[src/rtl/sisc_fetch_unit.sv]
// sisc_fetch_unit: datapath-side partner of the SISC control FSM.
// Owns the program counter, the instruction register and the status register.
// Runs the instruction fetch handshake, resolves branches when the controller
// strobes pc_write, and latches ALU flags into the status register.
//
// Ports
//   clk, rst               clock; asynchronous active-high reset
//   fetch_start            strobe: begin an instruction fetch (ignored while busy/halted)
//   imem_req/addr/ack/data instruction memory handshake; addr is the PC
//   ir_valid               one-cycle pulse in the cycle after IR is loaded
//   busy                   fetch in progress (REQ or LOAD)
//   pc_write               strobe: resolve the branch held in IR (ignored while busy)
//   stat_en/stat_in/stat   status register {C,N,O,Z} write port and value
//   opcode/mm/rd/rs/rt/imm IR field slices
//   br_taken               result of the last pc_write
//   halted                 sticky: a HLT opcode was loaded
`timescale 1ns/1ps
module sisc_fetch_unit #(
   parameter int unsigned PC_W    = 16,
   parameter int unsigned INSTR_W = 32,
   parameter int unsigned HLT_OP  = 15
) (
   input  logic               clk,
   input  logic               rst,
   input  logic               fetch_start,
   input  logic               imem_ack,
   input  logic [INSTR_W-1:0] imem_data,
   output logic               imem_req,
   output logic [PC_W-1:0]    imem_addr,
   output logic               ir_valid,
   output logic               busy,
   input  logic               pc_write,
   input  logic               stat_en,
   input  logic [3:0]         stat_in,
   output logic [3:0]         stat,
   output logic [3:0]         opcode,
   output logic [3:0]         mm,
   output logic [3:0]         rd,
   output logic [3:0]         rs,
   output logic [3:0]         rt,
   output logic [15:0]        imm,
   output logic               br_taken,
   output logic               halted
);

   typedef enum logic [1:0] {
      S_IDLE = 2'd0,
      S_REQ  = 2'd1,
      S_LOAD = 2'd2
   } state_t;

   state_t             state_q, state_d;
   logic [PC_W-1:0]    pc_q, pc_d;
   logic [INSTR_W-1:0] ir_q, ir_d;
   logic [3:0]         stat_d;
   logic               br_taken_d;
   logic               halted_d;

   // Branch helpers: opcodes 4..7; bit1 selects "flags clear", bit0 selects PC-relative
   logic               is_branch;
   logic               flag_hit;
   logic               cond_met;
   logic [PC_W-1:0]    rel_target;
   logic [PC_W-1:0]    abs_target;

   assign opcode    = ir_q[31:28];
   assign mm        = ir_q[27:24];
   assign rd        = ir_q[23:20];
   assign rs        = ir_q[19:16];
   assign rt        = ir_q[15:12];
   assign imm       = ir_q[15:0];
   assign imem_addr = pc_q;

   assign is_branch  = (opcode[3:2] == 2'b01);
   assign flag_hit   = ((stat & mm) != 4'd0);
   assign cond_met   = opcode[1] ? !flag_hit : flag_hit;
   assign rel_target = pc_q + PC_W'($signed(imm));
   assign abs_target = PC_W'(imm);

   // Next-state, datapath and output logic
   always_comb begin
      state_d    = state_q;
      pc_d       = pc_q;
      ir_d       = ir_q;
      br_taken_d = br_taken;
      halted_d   = halted;
      stat_d     = stat_en ? stat_in : stat;

      case (state_q)
         S_IDLE: begin
            if (fetch_start && !halted) begin
               state_d = S_REQ;
            end
            if (pc_write) begin
               br_taken_d = is_branch && cond_met;
               if (is_branch && cond_met) begin
                  pc_d = opcode[0] ? rel_target : abs_target;
               end
            end
         end
         S_REQ: begin
            if (imem_ack) begin
               ir_d    = imem_data;
               pc_d    = pc_q + PC_W'(1);
               state_d = S_LOAD;
               if (imem_data[31:28] == 4'(HLT_OP)) begin
                  halted_d = 1'b1;
               end
            end
         end
         S_LOAD: begin
            state_d = S_IDLE;
         end
         default: begin
            state_d = S_IDLE;
         end
      endcase
   end

   // State and registered outputs
   always_ff @(posedge clk or posedge rst) begin
      if (rst) begin
         state_q  <= S_IDLE;
         pc_q     <= '0;
         ir_q     <= '0;
         stat     <= '0;
         br_taken <= 1'b0;
         halted   <= 1'b0;
         imem_req <= 1'b0;
         busy     <= 1'b0;
         ir_valid <= 1'b0;
      end else begin
         state_q  <= state_d;
         pc_q     <= pc_d;
         ir_q     <= ir_d;
         stat     <= stat_d;
         br_taken <= br_taken_d;
         halted   <= halted_d;
         imem_req <= (state_d == S_REQ);
         busy     <= (state_d != S_IDLE);
         ir_valid <= (state_d == S_LOAD);
      end
   end

endmodule
[config.mk]
export PLATFORM = sky130hd
export DESIGN_NAME = sisc_fetch_unit
export DESIGN_NICKNAME = d
export VERILOG_FILES = /design/src/rtl/sisc_fetch_unit.sv
export SDC_FILE = /design/constraint.sdc
export NUM_CORES = 1
export LEC_CHECK = 0
export CAP_MARGIN = 10
export CORE_MARGIN = 5
export CORE_UTILIZATION = 48
export DETAILED_ROUTE_END_ITERATION = 8
export PLACE_DENSITY = 0.81
export SYNTH_ARGS = -nofsm -noshare
export SYNTH_HDL_FRONTEND = slang
export SYNTH_SLANG_ARGS = --single-unit
[constraint.sdc]
create_clock -name clk -period 2.6 [get_ports clk]
set_input_delay 0.65 -clock clk [delete_from_list [all_inputs] [get_ports clk]]
set_output_delay 0.65 -clock clk [all_outputs]
set_load 0.01 [all_outputs]
# After elaboration in Yosys (flattened, before gate mapping)

Cells that the tools add are included.

Equal/unequal tests: 8
Bitwise logic cells: 1
Reduce and logical (&&, ||, !) cells: 12
$add $sub $neg: 2
Multiplexer cells: 9

Operator list:

| cell                                                                  | number |
|---|---|
| 16-bit 2-to-1 mux                                                     | 4 |
| 16-bit case mux with 2 select lines                                   | 1 |
| 16-bit by 1-bit adder with 16-bit output, second input constant       | 1 |
| 16-bit adder                                                          | 1 |
| 2-bit by 1-bit equality test with 1-bit output, second input constant | 3 |
| 2-bit != test, second input constant                                  | 3 |
| 4-bit AND                                                             | 1 |
| 4-bit equality test, second input constant                            | 1 |
| 2-bit 2-to-1 mux                                                      | 2 |
| 2-bit case mux with 2 select lines                                    | 1 |
| 2-bit AND reduction                                                   | 2 |
| 4-bit AND reduction                                                   | 1 |
| 2-bit nonzero test                                                    | 2 |
| 4-bit nonzero test                                                    | 1 |
| 3-bit AND reduction                                                   | 1 |
| 2-bit equality test, second input constant                            | 1 |
| 1-bit logical AND                                                     | 2 |
| 1-bit zero test                                                       | 2 |
| 2-bit zero test                                                       | 1 |
| 1-bit 2-to-1 mux                                                      | 1 |

Output and inout port bits: 61
Register bits: 59
Logic and storage cells: 41

# Depth between registers and ports, before layout

Depth after elaboration: 8
Mapped depth: 8
Gate-level depth less buffers: 8

# Worst setup path after synthesis

No wires, ideal clock.

Path kind: register to register
From: reg pc_q[0], in the netlist imem_addr[0]
To: reg pc_q[14], in the netlist imem_addr[14]
Path buffers: 0
Clock period less this slack: 2.218 ns
Setup slack: 0.382 ns
Setup time: 0.087 ns
Cell stages (with the launch flop): 9
Data arrival time: 2.131 ns
Cells stage by stage: dfrtp_1 ha_1 fa_1 a21oi_1 o211ai_1 a31oi_1 o21ai_0 xnor2_1 a211oi_2

Cells in the longest elaborated chain, start to end: 5

Ends and longest elaborated chain:

| element                                 | line | source |
|---|---|---|
| from (decl)                             | 53   | `logic [PC_W-1:0] pc_q, pc_d;` |
| from (signal assigned)                  | 134  | `pc_q <= pc_d;` |
| 16-bit adder                            | 77   | `assign rel_target = pc_q + PC_W'($signed(imm));` |
| 16-bit 2-to-1 mux                       | 97   | `pc_d = opcode[0] ? rel_target : abs_target;` |
| 16-bit 2-to-1 mux                       | 96   | `if (is_branch && cond_met) begin` |
| 16-bit 2-to-1 mux                       | 94   | `if (pc_write) begin` |
| 16-bit case mux with 2 select lines (*) | 89   | `case (state_q)` |

Every way passes the cells marked *; elsewhere a longest branch is shown, timed or not. The select of a mux whose other input is x is not followed.
A chain may end at the register's enable or synchronous reset.

# Worst setup path after layout

From: reg ir_q[0]
To: reg pc_q[12], in the netlist imem_addr[12]

Cells in the longest elaborated chain, start to end: 5

Ends and longest elaborated chain:

| element                             | line | source |
|---|---|---|
| from (decl)                         | 54   | `logic [INSTR_W-1:0] ir_q, ir_d;` |
| from (signal assigned)              | 135  | `ir_q <= ir_d;` |
| 16-bit adder                        | 77   |  |
| 16-bit 2-to-1 mux                   | 97   |  |
| 16-bit 2-to-1 mux                   | 96   |  |
| 16-bit 2-to-1 mux                   | 94   |  |
| 16-bit case mux with 2 select lines | 89   |  |

Every way passes these cells. The select of a mux whose other input is x is not followed.

==> impl_metrics.env <==
export IMPL_fillerInstances=558
export IMPL_seq_power_share=0.343
export IMPL_critical_path_top_delay_family="compound AO/OA/AOI/OAI gates"
export IMPL_num_antenna_cells=0
export IMPL_max_cap_violations=0
export IMPL_p_leak_uw=0.00216
export IMPL_worstPathBufferInverterCount=0
export IMPL_totalNegativeSetupSlack_ns=0
export IMPL_worst_setup_path_start_kind="flip-flop"
export IMPL_cts_root_buf="sky130_fd_sc_hd__clkbuf_8"
export IMPL_power_per_cell_area_mw_per_mm2=802
export IMPL_io_pin_count=103
export IMPL_dp_hpwl_um=7270
export IMPL_vias=3386
export IMPL_yosys_most_used_dff="sky130_fd_sc_hd__dfrtp_1"
export IMPL_fin_util=0.685
export IMPL_drt_first_pass_iters=5
export IMPL_finalHoldViolCount=0
export IMPL_core_region_area_mm2=0.00725
export IMPL_drt_initial_drc_count=278
export IMPL_highest_delay_cell_along_the_critical_path="sky130_fd_sc_hd__fa_1"
export IMPL_critical_path_arrival_ns=2.58
export IMPL_place_ws_ns=0.233
export IMPL_nets=527
export IMPL_ys_types=54
export IMPL_htree_levels=3
export IMPL_rows=31
export IMPL_status="complete, no violations"
export IMPL_yosys_warnings=0
export IMPL_slowest_delay_ns=0.44
export IMPL_syn2layout_area_growth_pct=38.4
export IMPL_cts_tree="built"
export IMPL_crit_path_cell_trace="ha_1 -> fa_1 -> a21oi_2 -> o211ai_1 -> a31oi_1 -> o21ai_0 -> mux2i_1 -> o31ai_1"
export IMPL_worst_clock_skew_ns=0.00793
export IMPL_dpl_cell_count=556
export IMPL_cp_data_required_time_ns=2.85
export IMPL_synth_area_leader_cell="sky130_fd_sc_hd__dfrtp_1"
export IMPL_synth_nets=422
export IMPL_grt_pass1_vias=3473
export IMPL_vdd_ir_drop_max_mv=0.391
export IMPL_synth_edf_count=0
export IMPL_grt_use_total=0.233
export IMPL_postSynth_asyncResetShare=1.00
export IMPL_setup_viol=0
export IMPL_cp_capture_type="flip-flop"
export IMPL_grt_first_pass_wirelength_um=16700
export IMPL_clockPowerShare=0.214
export IMPL_cellInternalPower_uw=2470
export IMPL_dieArea_mm2=0.00931
export IMPL_initial_utilization=0.495
export IMPL_synthesis_area_mm2=0.00359
export IMPL_synth_largest_type_area_fraction=0.411
export IMPL_route_detailed_vias_per_inst=5.93
export IMPL_cts_clk_slew_worst_paths_ns=0.07
export IMPL_globalRoute_totalOverflow=0
export IMPL_final_worst_setup_slack_ns=0.275
export IMPL_period_needed_ns=2.33
export IMPL_layout_worst_path_cycle_share=0.894
export IMPL_whs_ns=0.510
export IMPL_cts_buffer_depth=2
export IMPL_netSwitchingPower_uw=1520
export IMPL_crit_fanout=4
export IMPL_ys_seq_elements=59
export IMPL_detail_route_wirelength_um=10000
export IMPL_final_layout_size_suffix_gt1_frac=0.159
export IMPL_numCtsBuffers=9
export IMPL_clock_sink_count=59
export IMPL_place_port_buffers=102
export IMPL_drt_wirelength_per_cell_um=17.6
export IMPL_cts_setup_buffers=0
export IMPL_number_of_antenna_violations_at_the_first_check_in_global_routing=0
export IMPL_netlist_instances=363
export IMPL_detail_route_antenna_nets=0
export IMPL_die_width_um=96.5
export IMPL_gpl_final_weighted_congestion=0.892
export IMPL_switching_share=0.380
export IMPL_max_freq_mhz=430
export IMPL_post_synth_cell_area_avg_um2=9.89
export IMPL_slew_headroom=0.496
export IMPL_grt_max_degree=60
export IMPL_finish_cell_count_without_fillers=571
export IMPL_insertion_delay_of_the_later_clocked_pin_in_the_worst_skew_pair_ns=0.34
export IMPL_rsz_0062_raised_after_global_routing="no"
export IMPL_post_synth_main_area_contributors="sky130_fd_sc_hd__dfrtp_1 41%, sky130_fd_sc_hd__mux2_2 10%, sky130_fd_sc_hd__ha_1 5.6%"
export IMPL_hp_class="reg -> reg"
export IMPL_maxSlewViolCount=0
export IMPL_die_height_um=96.5
export IMPL_route_detailed_drc=0
export IMPL_seq_area_frac_synth=0.411
export IMPL_setup_worst_path_class="reg -> reg"
export IMPL_worst_slew_pin_transition_ns=0.756
export IMPL_p_comb_frac=0.443
-- flip-flops by register name, summed over array words and instances, names as in the netlist --
name	flops
imem_req	1
imem_addr	16
ir_valid	1
state_q	2
stat	4
halted	1
br_taken	1
ir_q	32
busy	1
-- kinds of logic after synthesis --
group	count (synthesis)	share of synthesized area
multiplexers	43	0.133
AND/OR/NAND/NOR	93	0.128
AO/OA/AOI/OAI	104	0.192
flip-flops	59	0.411
adder cells (fa/ha/maj)	17	0.0613
buffers and inverters	34	0.0432
XOR/XNOR	13	0.0317
-- path summary, 6_finish.rpt --
| kind | startpoint | slack, ns | end | cells after the start |
|---|---|---|---|---|
| setup / recovery | ir_q[0] | 0.27 | imem_addr[12] | 8 |
| hold / removal | ir_q[16] | 0.51 | ir_q[16] | 1 |
| setup reg to reg | ir_q[0] | 0.27 | imem_addr[12] | 8 |
| hold reg to reg | ir_q[16] | 0.51 | ir_q[16] | 1 |
| max in group asynchronous | rst | 1.65 | imem_addr[5] | 3 |
| min in group asynchronous | rst | 0.69 | ir_q[13] | 3 |
-- layout by cell type (no fill, tap or decap), drive strengths merged, types with 3 or more instances in the layout --
cell type      count
o21ai             22
mux2              37
nor2              24
nor3              11
a21oi             30
and3               6
a22oi              3
ha                16
buf               12
nor3b              3
nand2             20
nor2b              3
a211oi             5
mux2i              6
nand4              6
xnor2              7
o31ai              3
clkdlybuf4s50    102
o22ai              5
a21o               3
o211ai             5
a31oi             11
inv               14
clkbuf            11
nand3             13
dfrtp             59
xor2               6
-- layer usage --
metal,vias up,GRT usage,share of wire
met5,-,0,0
met4,0,0.0654,0.012
met3,16,0.0837,0.10
met2,183,0.385,0.49
met1,1622,0.288,0.40
li1,1565,-,-
-- synth_stat cells, types with 7 or more instances --
| cell type | count |
|---|---|
| sky130_fd_sc_hd__a31oi_1 | 11 |
| sky130_fd_sc_hd__inv_1 | 11 |
| sky130_fd_sc_hd__a21oi_1 | 30 |
| sky130_fd_sc_hd__nor2_1 | 22 |
| sky130_fd_sc_hd__o21ai_1 | 9 |
| sky130_fd_sc_hd__mux2_2 | 32 |
| sky130_fd_sc_hd__o21ai_0 | 13 |
| sky130_fd_sc_hd__dfrtp_1 | 59 |
| sky130_fd_sc_hd__xnor2_1 | 7 |
| sky130_fd_sc_hd__nor3_1 | 11 |
| sky130_fd_sc_hd__nand3_1 | 13 |
| sky130_fd_sc_hd__nand2_1 | 19 |
| sky130_fd_sc_hd__ha_1 | 16 |
| sky130_fd_sc_hd__clkbuf_1 | 11 |
-- area by class of cell --
cell class | instances | area, um2 | share of cell area
multi-input cells | 270 | 1970 | 0.396
flip-flops and latches | 59 | 1480 | 0.297
repair buffers | 114 | 1150 | 0.231
clock buffers | 11 | 151 | 0.0305
well taps | 99 | 124 | 0.0249
inverters | 14 | 52.6 | 0.0106
clock inverters | 4 | 50.0 | 0.0101
-- through the flow --
stage	instance area [um2]	total power [uW]
global route	4970	4250
CTS	4970	3990
finish	4970	3990
floorplan	3590	2360
detailed placement	4770	3110
global placement	4770	3060
-- what timing repair did --
item	CTS	global route
setup endpoints to repair	0	1
endpoints found under the hold margin	0	0
hold buffers	0	0
gates resized for setup	0	1
-- power by group through the flow --
stage / Sequential (uW) / Clock (uW) / Combinational, uW
floorplan: 1400 / 0 / 965
finish: 1370 / 854 / 1770
CTS: 1360 / 875 / 1750
global route: 1400 / 911 / 1940
global placement: 1360 / 0 / 1700
detailed placement: 1370 / 0 / 1740
-- worst register-to-register path: cells and delay by family (launching register included) --
family | cells | cell delay (ns)
AOI/OAI and AO/OA | 5 | 1.02
adders and majority gates | 2 | 0.66
DFF | 1 | 0.41
muxes | 1 | 0.15
Power figures use the tool's default switching activity.
